===== src/rtl/npu_conv_sched.sv =====
// -----------------------------------------------------------------------------
// NpuConvSched (module npu_conv_sched)
//
// Purpose:
//   Runs one convolution pass between the image/conv RAMs and npu_top.
//   For each filter group it first streams the KERNEL*KERNEL filter weights out
//   of the conv RAM (en_config phase). It then slides a KERNELxKERNEL window
//   over the IMG_W x IMG_W image, streaming each window's pixels (en_fsm phase),
//   and waits for one NPU result per window. This repeats for NUM_FILTERS groups.
//   Both RAMs have one cycle of read latency. The beat strobes are therefore the
//   address-issue strobes delayed by one cycle, so each strobe lines up with its
//   read data.
//
// Ports:
//   i_clk              system clock
//   i_reset            synchronous, active-low reset
//   i_start            1-cycle pulse, begins a pass (only honoured in IDLE)
//   i_abort            synchronous abort, honoured in any state
//   i_npu_done         1-cycle pulse, NPU result for the current window is valid
//   o_image_ram_addr   image RAM read address
//   o_conv_ram_addr    conv RAM read address
//   o_en_config        weight beat valid at the NPU input
//   o_en_fsm           pixel beat valid at the NPU input
//   o_out_valid        1-cycle pulse, capture D_OUT at o_out_addr
//   o_out_addr         result index (filter-major, then row-major)
//   o_busy             high in every state except IDLE
//   o_done             1-cycle pulse when all filters are complete
//   o_err              sticky error; cleared by reset or by an accepted start
//
// Optional build macro:
//   NPU_SCHED_TIMEOUT_EN  adds a WAIT watchdog. If TIMEOUT cycles pass in WAIT
//                         without i_npu_done, the block sets o_err and drops
//                         back to IDLE without a done pulse.
// -----------------------------------------------------------------------------
module npu_conv_sched #(
  parameter int IMG_W       = 28,
  parameter int KERNEL      = 3,
  parameter int NUM_FILTERS = 4,
  parameter int IMG_ADDR_W  = 10,
  parameter int CONV_ADDR_W = 15,
  parameter int OUT_ADDR_W  = 12,
  parameter int TIMEOUT     = 1024
) (
  input  logic                   i_clk,
  input  logic                   i_reset,
  input  logic                   i_start,
  input  logic                   i_abort,
  input  logic                   i_npu_done,
  output logic [IMG_ADDR_W-1:0]  o_image_ram_addr,
  output logic [CONV_ADDR_W-1:0] o_conv_ram_addr,
  output logic                   o_en_config,
  output logic                   o_en_fsm,
  output logic                   o_out_valid,
  output logic [OUT_ADDR_W-1:0]  o_out_addr,
  output logic                   o_busy,
  output logic                   o_done,
  output logic                   o_err
);

  localparam int KK = KERNEL * KERNEL;
  localparam int KW = (KERNEL > 1) ? $clog2(KERNEL) : 1;
  localparam int PW = ((IMG_W - KERNEL + 1) > 1) ? $clog2(IMG_W - KERNEL + 1) : 1;
  localparam int FW = (NUM_FILTERS > 1) ? $clog2(NUM_FILTERS) : 1;

  localparam logic [KW-1:0]          LastTap      = KW'(KERNEL - 1);
  localparam logic [PW-1:0]          LastPos      = PW'(IMG_W - KERNEL);
  localparam logic [FW-1:0]          LastFilter   = FW'(NUM_FILTERS - 1);
  localparam logic [IMG_ADDR_W-1:0]  RowStride    = IMG_ADDR_W'(IMG_W);
  localparam logic [CONV_ADDR_W-1:0] FilterStride = CONV_ADDR_W'(KK);

  typedef enum logic [2:0] {
    S_IDLE,
    S_CONFIG,
    S_FEED,
    S_WAIT,
    S_DONE
  } stateT;

  stateT r_state;
  stateT w_nextState;

  // Tap position inside the window. It is shared by CONFIG and FEED because
  // both phases run exactly KERNEL*KERNEL beats.
  logic [KW-1:0]          r_tapRow;
  logic [KW-1:0]          r_tapCol;
  // Window origin, plus running image addresses that replace multipliers.
  logic [PW-1:0]          r_winRow;
  logic [PW-1:0]          r_winCol;
  logic [IMG_ADDR_W-1:0]  r_rowStart;
  logic [IMG_ADDR_W-1:0]  r_winBase;
  logic [IMG_ADDR_W-1:0]  r_rowPtr;
  logic [FW-1:0]          r_filter;
  logic [CONV_ADDR_W-1:0] r_filterBase;
  logic [OUT_ADDR_W-1:0]  r_outIdx;

  logic [IMG_ADDR_W-1:0]  r_imgAddr;
  logic [CONV_ADDR_W-1:0] r_convAddr;
  logic [OUT_ADDR_W-1:0]  r_outAddr;
  logic                   r_cfgStrobe;
  logic                   r_fsmStrobe;
  logic                   r_outValid;
  logic                   r_err;

  logic w_lastTap;
  logic w_lastWindow;
  logic w_lastFilter;
  logic w_startAccept;
  logic w_stray;
  logic w_timeout;
  logic w_cfgIssue;
  logic w_feedIssue;
  logic w_busy;
  logic w_done;

  assign w_lastTap     = (r_tapRow == LastTap) && (r_tapCol == LastTap);
  assign w_lastWindow  = (r_winRow == LastPos) && (r_winCol == LastPos);
  assign w_lastFilter  = (r_filter == LastFilter);
  assign w_startAccept = (r_state == S_IDLE) && i_start && !i_abort;
  // npu_done counts only in WAIT. This also covers the cycle of the last FEED
  // beat, because the state has not reached WAIT yet.
  assign w_stray       = i_npu_done && (r_state != S_WAIT);

`ifdef NPU_SCHED_TIMEOUT_EN
  localparam int TW = (TIMEOUT > 1) ? $clog2(TIMEOUT) : 1;
  localparam logic [TW-1:0] LastWait = TW'(TIMEOUT - 1);

  logic [TW-1:0] r_waitCnt;

  // Watchdog counter. It is held at zero outside WAIT, so every WAIT entry
  // starts counting from zero.
  always_ff @(posedge i_clk) begin
    if (!i_reset || i_abort || (r_state != S_WAIT)) begin
      r_waitCnt <= '0;
    end else begin
      r_waitCnt <= r_waitCnt + TW'(1);
    end
  end

  assign w_timeout = (r_state == S_WAIT) && !i_npu_done && (r_waitCnt == LastWait);
`else
  logic w_unusedTimeout;
  assign w_unusedTimeout = (TIMEOUT != 0);
  assign w_timeout       = 1'b0;
`endif

  // State register.
  always_ff @(posedge i_clk) begin
    if (!i_reset) begin
      r_state <= S_IDLE;
    end else begin
      r_state <= w_nextState;
    end
  end

  // Next-state logic. Abort overrides everything else, including start and
  // npu_done in the same cycle.
  always_comb begin
    w_nextState = r_state;
    if (i_abort) begin
      w_nextState = S_IDLE;
    end else begin
      case (r_state)
        S_IDLE:   if (i_start) w_nextState = S_CONFIG;
        S_CONFIG: if (w_lastTap) w_nextState = S_FEED;
        S_FEED:   if (w_lastTap) w_nextState = S_WAIT;
        S_WAIT: begin
          if (i_npu_done) begin
            if (!w_lastWindow)     w_nextState = S_FEED;
            else if (w_lastFilter) w_nextState = S_DONE;
            else                   w_nextState = S_CONFIG;
          end else if (w_timeout) begin
            w_nextState = S_IDLE;
          end
        end
        S_DONE:   w_nextState = S_IDLE;
        default:  w_nextState = S_IDLE;
      endcase
    end
  end

  // Outputs decoded from the state. Address issue happens in CONFIG and FEED,
  // and each issue strobe reaches the NPU one cycle later through a register.
  always_comb begin
    w_cfgIssue  = 1'b0;
    w_feedIssue = 1'b0;
    w_busy      = 1'b1;
    w_done      = 1'b0;
    case (r_state)
      S_IDLE:   w_busy      = 1'b0;
      S_CONFIG: w_cfgIssue  = 1'b1;
      S_FEED:   w_feedIssue = 1'b1;
      S_DONE:   w_done      = 1'b1;
      default:  ;
    endcase
  end

  // Datapath: window walk, address generation, result indexing and strobes.
  // Abort clears everything just like reset does. This also drops the strobe
  // for an address that was issued in the abort cycle.
  always_ff @(posedge i_clk) begin
    if (!i_reset || i_abort) begin
      r_tapRow     <= '0;
      r_tapCol     <= '0;
      r_winRow     <= '0;
      r_winCol     <= '0;
      r_rowStart   <= '0;
      r_winBase    <= '0;
      r_rowPtr     <= '0;
      r_filter     <= '0;
      r_filterBase <= '0;
      r_outIdx     <= '0;
      r_imgAddr    <= '0;
      r_convAddr   <= '0;
      r_outAddr    <= '0;
      r_cfgStrobe  <= 1'b0;
      r_fsmStrobe  <= 1'b0;
      r_outValid   <= 1'b0;
    end else begin
      r_cfgStrobe <= w_cfgIssue;
      r_fsmStrobe <= w_feedIssue;
      r_outValid  <= 1'b0;

      // The tap counters step through the window row by row in both
      // streaming phases, and wrap to zero on the last tap.
      if (w_cfgIssue || w_feedIssue) begin
        if (r_tapCol == LastTap) begin
          r_tapCol <= '0;
          r_tapRow <= (r_tapRow == LastTap) ? '0 : r_tapRow + KW'(1);
        end else begin
          r_tapCol <= r_tapCol + KW'(1);
        end
      end

      case (r_state)
        S_IDLE: begin
          if (i_start) begin
            r_tapRow     <= '0;
            r_tapCol     <= '0;
            r_winRow     <= '0;
            r_winCol     <= '0;
            r_rowStart   <= '0;
            r_winBase    <= '0;
            r_filter     <= '0;
            r_filterBase <= '0;
            r_outIdx     <= '0;
            r_convAddr   <= '0;
          end
        end

        S_CONFIG: begin
          if (!w_lastTap) begin
            r_convAddr <= r_convAddr + CONV_ADDR_W'(1);
          end else begin
            r_imgAddr <= r_winBase;
            r_rowPtr  <= r_winBase;
          end
        end

        // Within a row the pixel address just increments. At the end of a
        // row it jumps to the next image row, one stride past the row pointer.
        S_FEED: begin
          if (!w_lastTap) begin
            if (r_tapCol == LastTap) begin
              r_imgAddr <= r_rowPtr + RowStride;
              r_rowPtr  <= r_rowPtr + RowStride;
            end else begin
              r_imgAddr <= r_imgAddr + IMG_ADDR_W'(1);
            end
          end
        end

        S_WAIT: begin
          if (i_npu_done) begin
            r_outValid <= 1'b1;
            r_outAddr  <= r_outIdx;
            r_outIdx   <= r_outIdx + OUT_ADDR_W'(1);
            if (r_winCol != LastPos) begin
              r_winCol  <= r_winCol + PW'(1);
              r_winBase <= r_winBase + IMG_ADDR_W'(1);
              r_imgAddr <= r_winBase + IMG_ADDR_W'(1);
              r_rowPtr  <= r_winBase + IMG_ADDR_W'(1);
            end else if (r_winRow != LastPos) begin
              r_winCol   <= '0;
              r_winRow   <= r_winRow + PW'(1);
              r_rowStart <= r_rowStart + RowStride;
              r_winBase  <= r_rowStart + RowStride;
              r_imgAddr  <= r_rowStart + RowStride;
              r_rowPtr   <= r_rowStart + RowStride;
            end else begin
              r_winCol   <= '0;
              r_winRow   <= '0;
              r_rowStart <= '0;
              r_winBase  <= '0;
              if (w_lastFilter) begin
                r_filter <= '0;
              end else begin
                r_filter     <= r_filter + FW'(1);
                r_filterBase <= r_filterBase + FilterStride;
                r_convAddr   <= r_filterBase + FilterStride;
              end
            end
          end
        end

        default: ;
      endcase
    end
  end

  // Sticky error flag. It is set by a stray npu_done or by a watchdog expiry,
  // and cleared by an accepted start. Abort leaves it untouched.
  always_ff @(posedge i_clk) begin
    if (!i_reset) begin
      r_err <= 1'b0;
    end else if (!i_abort) begin
      if (w_stray || w_timeout) begin
        r_err <= 1'b1;
      end else if (w_startAccept) begin
        r_err <= 1'b0;
      end
    end
  end

  assign o_image_ram_addr = r_imgAddr;
  assign o_conv_ram_addr  = r_convAddr;
  assign o_en_config      = r_cfgStrobe;
  assign o_en_fsm         = r_fsmStrobe;
  assign o_out_valid      = r_outValid;
  assign o_out_addr       = r_outAddr;
  assign o_busy           = w_busy;
  assign o_done           = w_done;
  assign o_err            = r_err;

endmodule


===== config.mk =====
export PLATFORM = sky130hd
export DESIGN_NAME = npu_conv_sched
export DESIGN_NICKNAME = d
export VERILOG_FILES = /design/src/rtl/npu_conv_sched.sv
export SDC_FILE = /design/constraint.sdc
export NUM_CORES = 1
export LEC_CHECK = 0
export ABC_AREA = 1
export CORE_MARGIN = 2
export CORE_UTILIZATION = 41
export CTS_CLUSTER_SIZE = 24
export DETAILED_ROUTE_END_ITERATION = 6
export GPL_ROUTABILITY_DRIVEN = 0
export GPL_TIMING_DRIVEN = 0
export HOLD_SLACK_MARGIN = 0.06
export PLACE_DENSITY = 0.56
export SLEW_MARGIN = 20
export SYNTH_ARGS = -nofsm -noshare
export SYNTH_HDL_FRONTEND = slang
export SYNTH_SLANG_ARGS = --single-unit

===== constraint.sdc =====
create_clock -name i_clk -period 2.5 [get_ports i_clk]
set_input_delay 0.5 -clock i_clk [delete_from_list [all_inputs] [get_ports i_clk]]
set_output_delay 0.5 -clock i_clk [all_outputs]
set_load 0.02 [all_outputs]

Word-level counts from Yosys, hierarchy flattened
Index checks and enable logic that the tools add are counted.
- output and inout bits: 43
- input bits: 5
- flip-flop bits (word level): 117
- mux-type cells: 66
- add/subtract/negate cells: 12
- equality and inequality tests: 23
- reductions and logical operators: 26
- bitwise operators: 3
- operator list (kind ; number):
    $mux 10 ; 14
    $mux 15 ; 6
    $pmux 10 s3 ; 2
    $pmux 15 s3 ; 1
    $pmux 10 s2 ; 2
    $mux 5 ; 6
    $pmux 15 s2 ; 1
    $mux 2 ; 14
    $mux 12 ; 2
    $pmux 12 s2 ; 1
    $add 10x1->10 const B ; 2
    $add 10x5->10 const B ; 2
    $ne 2x2->1 const B ; 10
    $pmux 5 s2 ; 2
    $mux 3 ; 6
    $add 15x1->15 const B ; 1
    $add 15x4->15 const B ; 1
    $add 12x1->12 const B ; 1
    $pmux 3 s4 ; 1
    $reduce_and 6->1 ; 2
    $add 5x1->5 const B ; 2
    $eq 5x5->1 const B ; 2
    $ne 5x5->1 const B ; 2
    $reduce_and 5->1 ; 2
    21 further kinds ; 45

Logic depth before layout (Yosys ltp)
- depth after elaboration: 6
- depth in mapped cells: 13

Worst setup path after synthesis
OpenSTA, ideal clock, no wires.
- path type: flip-flop to flip-flop
- from: reg r_state[2]
- to: reg r_filterBase[7]
- data arrival time: 1.640 ns
- period minus slack after synthesis: 1.768 ns
- path slack: 0.732 ns
- cell stages (with the launch flop): 12
- required time: 2.372 ns
- buffers on the path: 1
- cell sequence: dfxtp_1 > inv_2 > nand3_1 > nand2_2 > inv_4 > nor2_8 > nand2_2 > inv_2 > nand2_2 > buf_6 > a21oi_1 > nor2_1
- cells in the longest elaborated chain, start to end: 3
- elaborated cells between the ends (all ways): 10
- those cells by class: 6 x eq/ne; 1 x mux; 3 x reduce/logical
- ends and longest elaborated chain (what ; RTL line ; RTL):
    start, declared ; 79 ; stateT r_state;
    start signal, assigned ; 151 ; r_state <= w_nextState;
    $eq 3x2->1 / $logic_not 3->1 (equally long branches) ; 234 ; case (r_state)
    $ne 2x2->1 (no source line) / $reduce_bool 2->1 (equally long branches) ; -- ;
    $reduce_and 6->1 (no source line) ; -- ;
    end signal, assigned ; 298 ; r_filterBase <= r_filterBase + FilterStride;
    end, declared ; 93 ; logic [CONV_ADDR_W-1:0] r_filterBase;
Several ways; a longest one is shown, not always the timed one.
A chain may end at the register's enable or synchronous reset.

Worst setup path in the final report
- from: reg r_state[2]
- to: out o_busy
- cells in the longest elaborated chain, start to end: 2
- ends and longest elaborated chain (what ; RTL line ; RTL):
    $logic_not 3->1 ; 188 ; case (r_state)
    $mux 1 ; 188 ;
    end, declared ; 55 ; output logic o_busy,
Every way passes these cells.

==> flow_metrics.tcl <==
set metrics [dict create \
    syn_inst 1015 \
    clkPwrFrac_pct 47.9 \
    synthDistinctLibCells 47 \
    antenna_found_initial 0 \
    max_freq_ghz 0.4166 \
    power.total_uw 4725 \
    reg2reg_slack_ps 260 \
    vias 6741 \
    slew_headroom_pct 46.38 \
    dp_hpwl_mm 15.03 \
    maxCapViolCount 0 \
    n_fill_cell 1691 \
    routed_wl_mm 20.20 \
    cts-htree-levels 4 \
    hold_viol 0 \
    multi_input_area_sq_mm 0.003686 \
    cts_tree "yes" \
    r2r_start "r_winCol[0]" \
    synth-edff-count 0 \
    met1_length_mm 10.17 \
    max-vdd-ir-drop_mv 0.4964 \
    wl_per_cell_microns 15.42 \
    synth-warning-count 0 \
    setup.worst_path.start "r_state[2]" \
    final_cell_mix "nand2_1 (235), nor2_1 (160), dfxtp_1 (117)" \
    nNetsFinal 1098 \
    routed.top_layer "met4" \
    synth-main-ff-cell "dfxtp_1" \
    clkTransAtPathRegs_ps 60 \
    grt_pass1_vias 6218 \
    holdCritPathClass "reg2reg" \
    pwr-share-comb_pct 10.9 \
    clkLatencyLatePin_ps 430 \
    die_w_microns 130.6 \
    dieArea_sq_mm 0.01706 \
    clockBufferDepth 2 \
    worst_pin_slew_ps 804.3 \
    grt_use_total_pct 25.02 \
    worstPathArrival_ps 1900 \
    cellPowerDensity_mw_per_mm2 601.5 \
    seqPwrFrac_pct 41.3 \
    grt_pass1_wl_mm 32.73 \
    drive_above_1_share_pct 8.044 \
    syn_area_per_cell_sq_um 6.474 \
    coreArea_sq_mm 0.01577 \
    ios 48 \
    rows 46 \
    diodes 0 \
    dr_wl_met2_mm 8.563 \
    yosys_register_bits 117 \
    cts_buffers 17 \
    drc 0 \
    syn_area_sq_mm 0.006571 \
    root_buffer "clkbuf_16" \
    dr.pass1.iters 5 \
    status "finished clean" \
    final_common_cell "nand2_1" \
    critPathSlowestCell "clkdlybuf4s50_1" \
    start_util_pct 41.67 \
    sw_frac_of_total_pct 27.52 \
    register_area_sq_mm 0.002342 \
    drt_iter0_drc 487 \
    p_leak_uw 0.003075 \
    grt_max_degree 17 \
    grt-ovfl-total 0 \
    slowest_delay_ps 660 \
    vias_per_cell 5.146 \
    syn_to_final_growth_pct 19.54 \
    start_kind "flop" \
    setup_violations 0 \
    hold_buffers 0 \
    r2r_end "o_image_ram_addr[9]" \
    intPower_uw 3424 \
    synth_area_leaders "dfxtp_1 (36%), nand2_1 (13%), nor2_1 (9.1%)" \
    endpoint "o_busy" \
    crit_chain "inv_2 -> nand3_1 -> clkdlybuf4s50_1" \
    ys_seq_area_share_pct 35.64 \
    die_height_microns 130.6 \
    place_area_sq_mm 0.007312 \
    met3_length_microns 989 \
    cp.required_ps 2000 \
    fin_area_sq_mm 0.007855 \
    power_switching_uw 1300 \
    min_delay_path_depth 2 \
    synthesis.nets 1032 \
    skew_ps 9.442 \
    grt_setup_unrepaired "no" \
    rr_worst_depth 9 \
    crit_type "reg2out" \
    fin_crit_ps 2401 \
    synth_top_area_share_pct 35.64 \
    worst_setup_path_end_kind "output pin" \
    cp_max_fo 7 \
    portBuffers 47 \
    synth_top_area_cell "dfxtp_1" \
    period_share_pct 96.03 \
    slew_violations 0 \
    antenna_left 0 \
    clock-sinks 117 \
    synth-async-reset-ratio_pct 0 \
]
[synthesized netlist by cell type (2+ instances only)]
cell      instances
nand2_1         235
nor2_1          160
dfxtp_1         117
inv_1            93
nand3_1          80
o21ai_0          80
a21oi_1          74
nor3_1           30
nand4_1          21
clkbuf_1         12
ha_1             12
inv_2            12
buf_2             9
o21ai_1           9
nand2_2           7
xor2_1            6
a211oi_1          5
nand3b_1          4
or2_2             4
buf_6             3
nand2_4           3
nor2_4            3
o21a_1            3
a31o_2            2
and2_1            2
and3_1            2
buf_4             2
nand3_2           2
nor2_8            2
o211ai_1          2
o31ai_1           2
xnor2_1           2
[cells by family after synthesis]
group / share of synthesized area [%]
AO/OA/AOI/OAI: 15.14
XOR/XNOR: 1.066
adder cells (fa/ha/maj): 2.285
buffers and inverters: 8.263
flip-flops: 35.64
AND/OR/NAND/NOR: 37.60
[flip-flops by register name (all words and copies together) (netlist names), 2 cells and up]
register and flops:
o_image_ram_addr 10, r_rowPtr 10, r_winRow 5, r_tapCol 2, r_filterBase 15, r_winCol 5
r_filter 2, r_rowStart 10, r_tapRow 2, o_conv_ram_addr 15, o_out_addr 12, r_outIdx 12
r_winBase 10, r_state 3
[how the worst min path moves through the flow]
stage	to	from
floorplan	r_rowStart[1]	r_rowStart[1]
global placement	r_rowStart[1]	r_rowStart[1]
detailed placement	r_rowStart[0]	r_rowStart[0]
CTS	r_rowStart[0]	r_rowStart[0]
global route	r_rowStart[0]	r_rowStart[0]
finish	r_rowStart[0]	r_rowStart[0]
[critical path: cells and delay by family, from the launching register on]
kind                   cells  cell delay [ps]
buffers and inverters      2              790
DFF                        1              430
and+or+nand+nor            1              250
[metal layers]
layer | vias up | GRT usage, %
li1 | 3467 | -
met1 | 3068 | 35.57
met2 | 172 | 37.53
met3 | 34 | 4.927
met4 | 0 | 9.387
met5 | - | 0
[final cells by class]
type                    count  area share (%)
multi-input cells         765           46.93
flip-flops and latches    117           29.82
repair buffers             47           5.989
clock buffers              18           5.464
inverters                 106           5.097
well taps                 216           3.441
plain buffers              27           1.832
clock inverters            14           1.434
[repair_timing]
action                                  CTS  global route
endpoints found under the setup margin    0             2
resized for setup                         0             2
setup buffers                             0             0
[per-stage QoR]
| step | TNS [ps] | utilization [%] | std cells | worst slack (ps) | hold WS, ps |
|---|---|---|---|---|---|
| after floorplan | 0 | - | 1015 | 732.3 | 423.6 |
| after global placement | -2567 | 46.37 | 1278 | -179.4 | 439.0 |
| after detailed placement | -1668 | 46.37 | 1278 | -160.2 | 442.2 |
| after CTS | 0 | 49.80 | 1310 | 94.78 | 451.1 |
| after global routing | 0 | 49.81 | 1310 | 5.449 | 484.0 |
| final | 0 | 49.81 | 1310 | 99.36 | 454.1 |
[power by group through the flow]
stage | registers (uW) | clock network (uW) | logic [uW]
after floorplan | 2000 | 0 | 322
after global placement | 1990 | 0 | 512
after detailed placement | 1990 | 0 | 511
after CTS | 1950 | 2300 | 514
after global routing | 1960 | 2390 | 574
final | 1950 | 2260 | 513
Power figures use the tool's default switching activity.
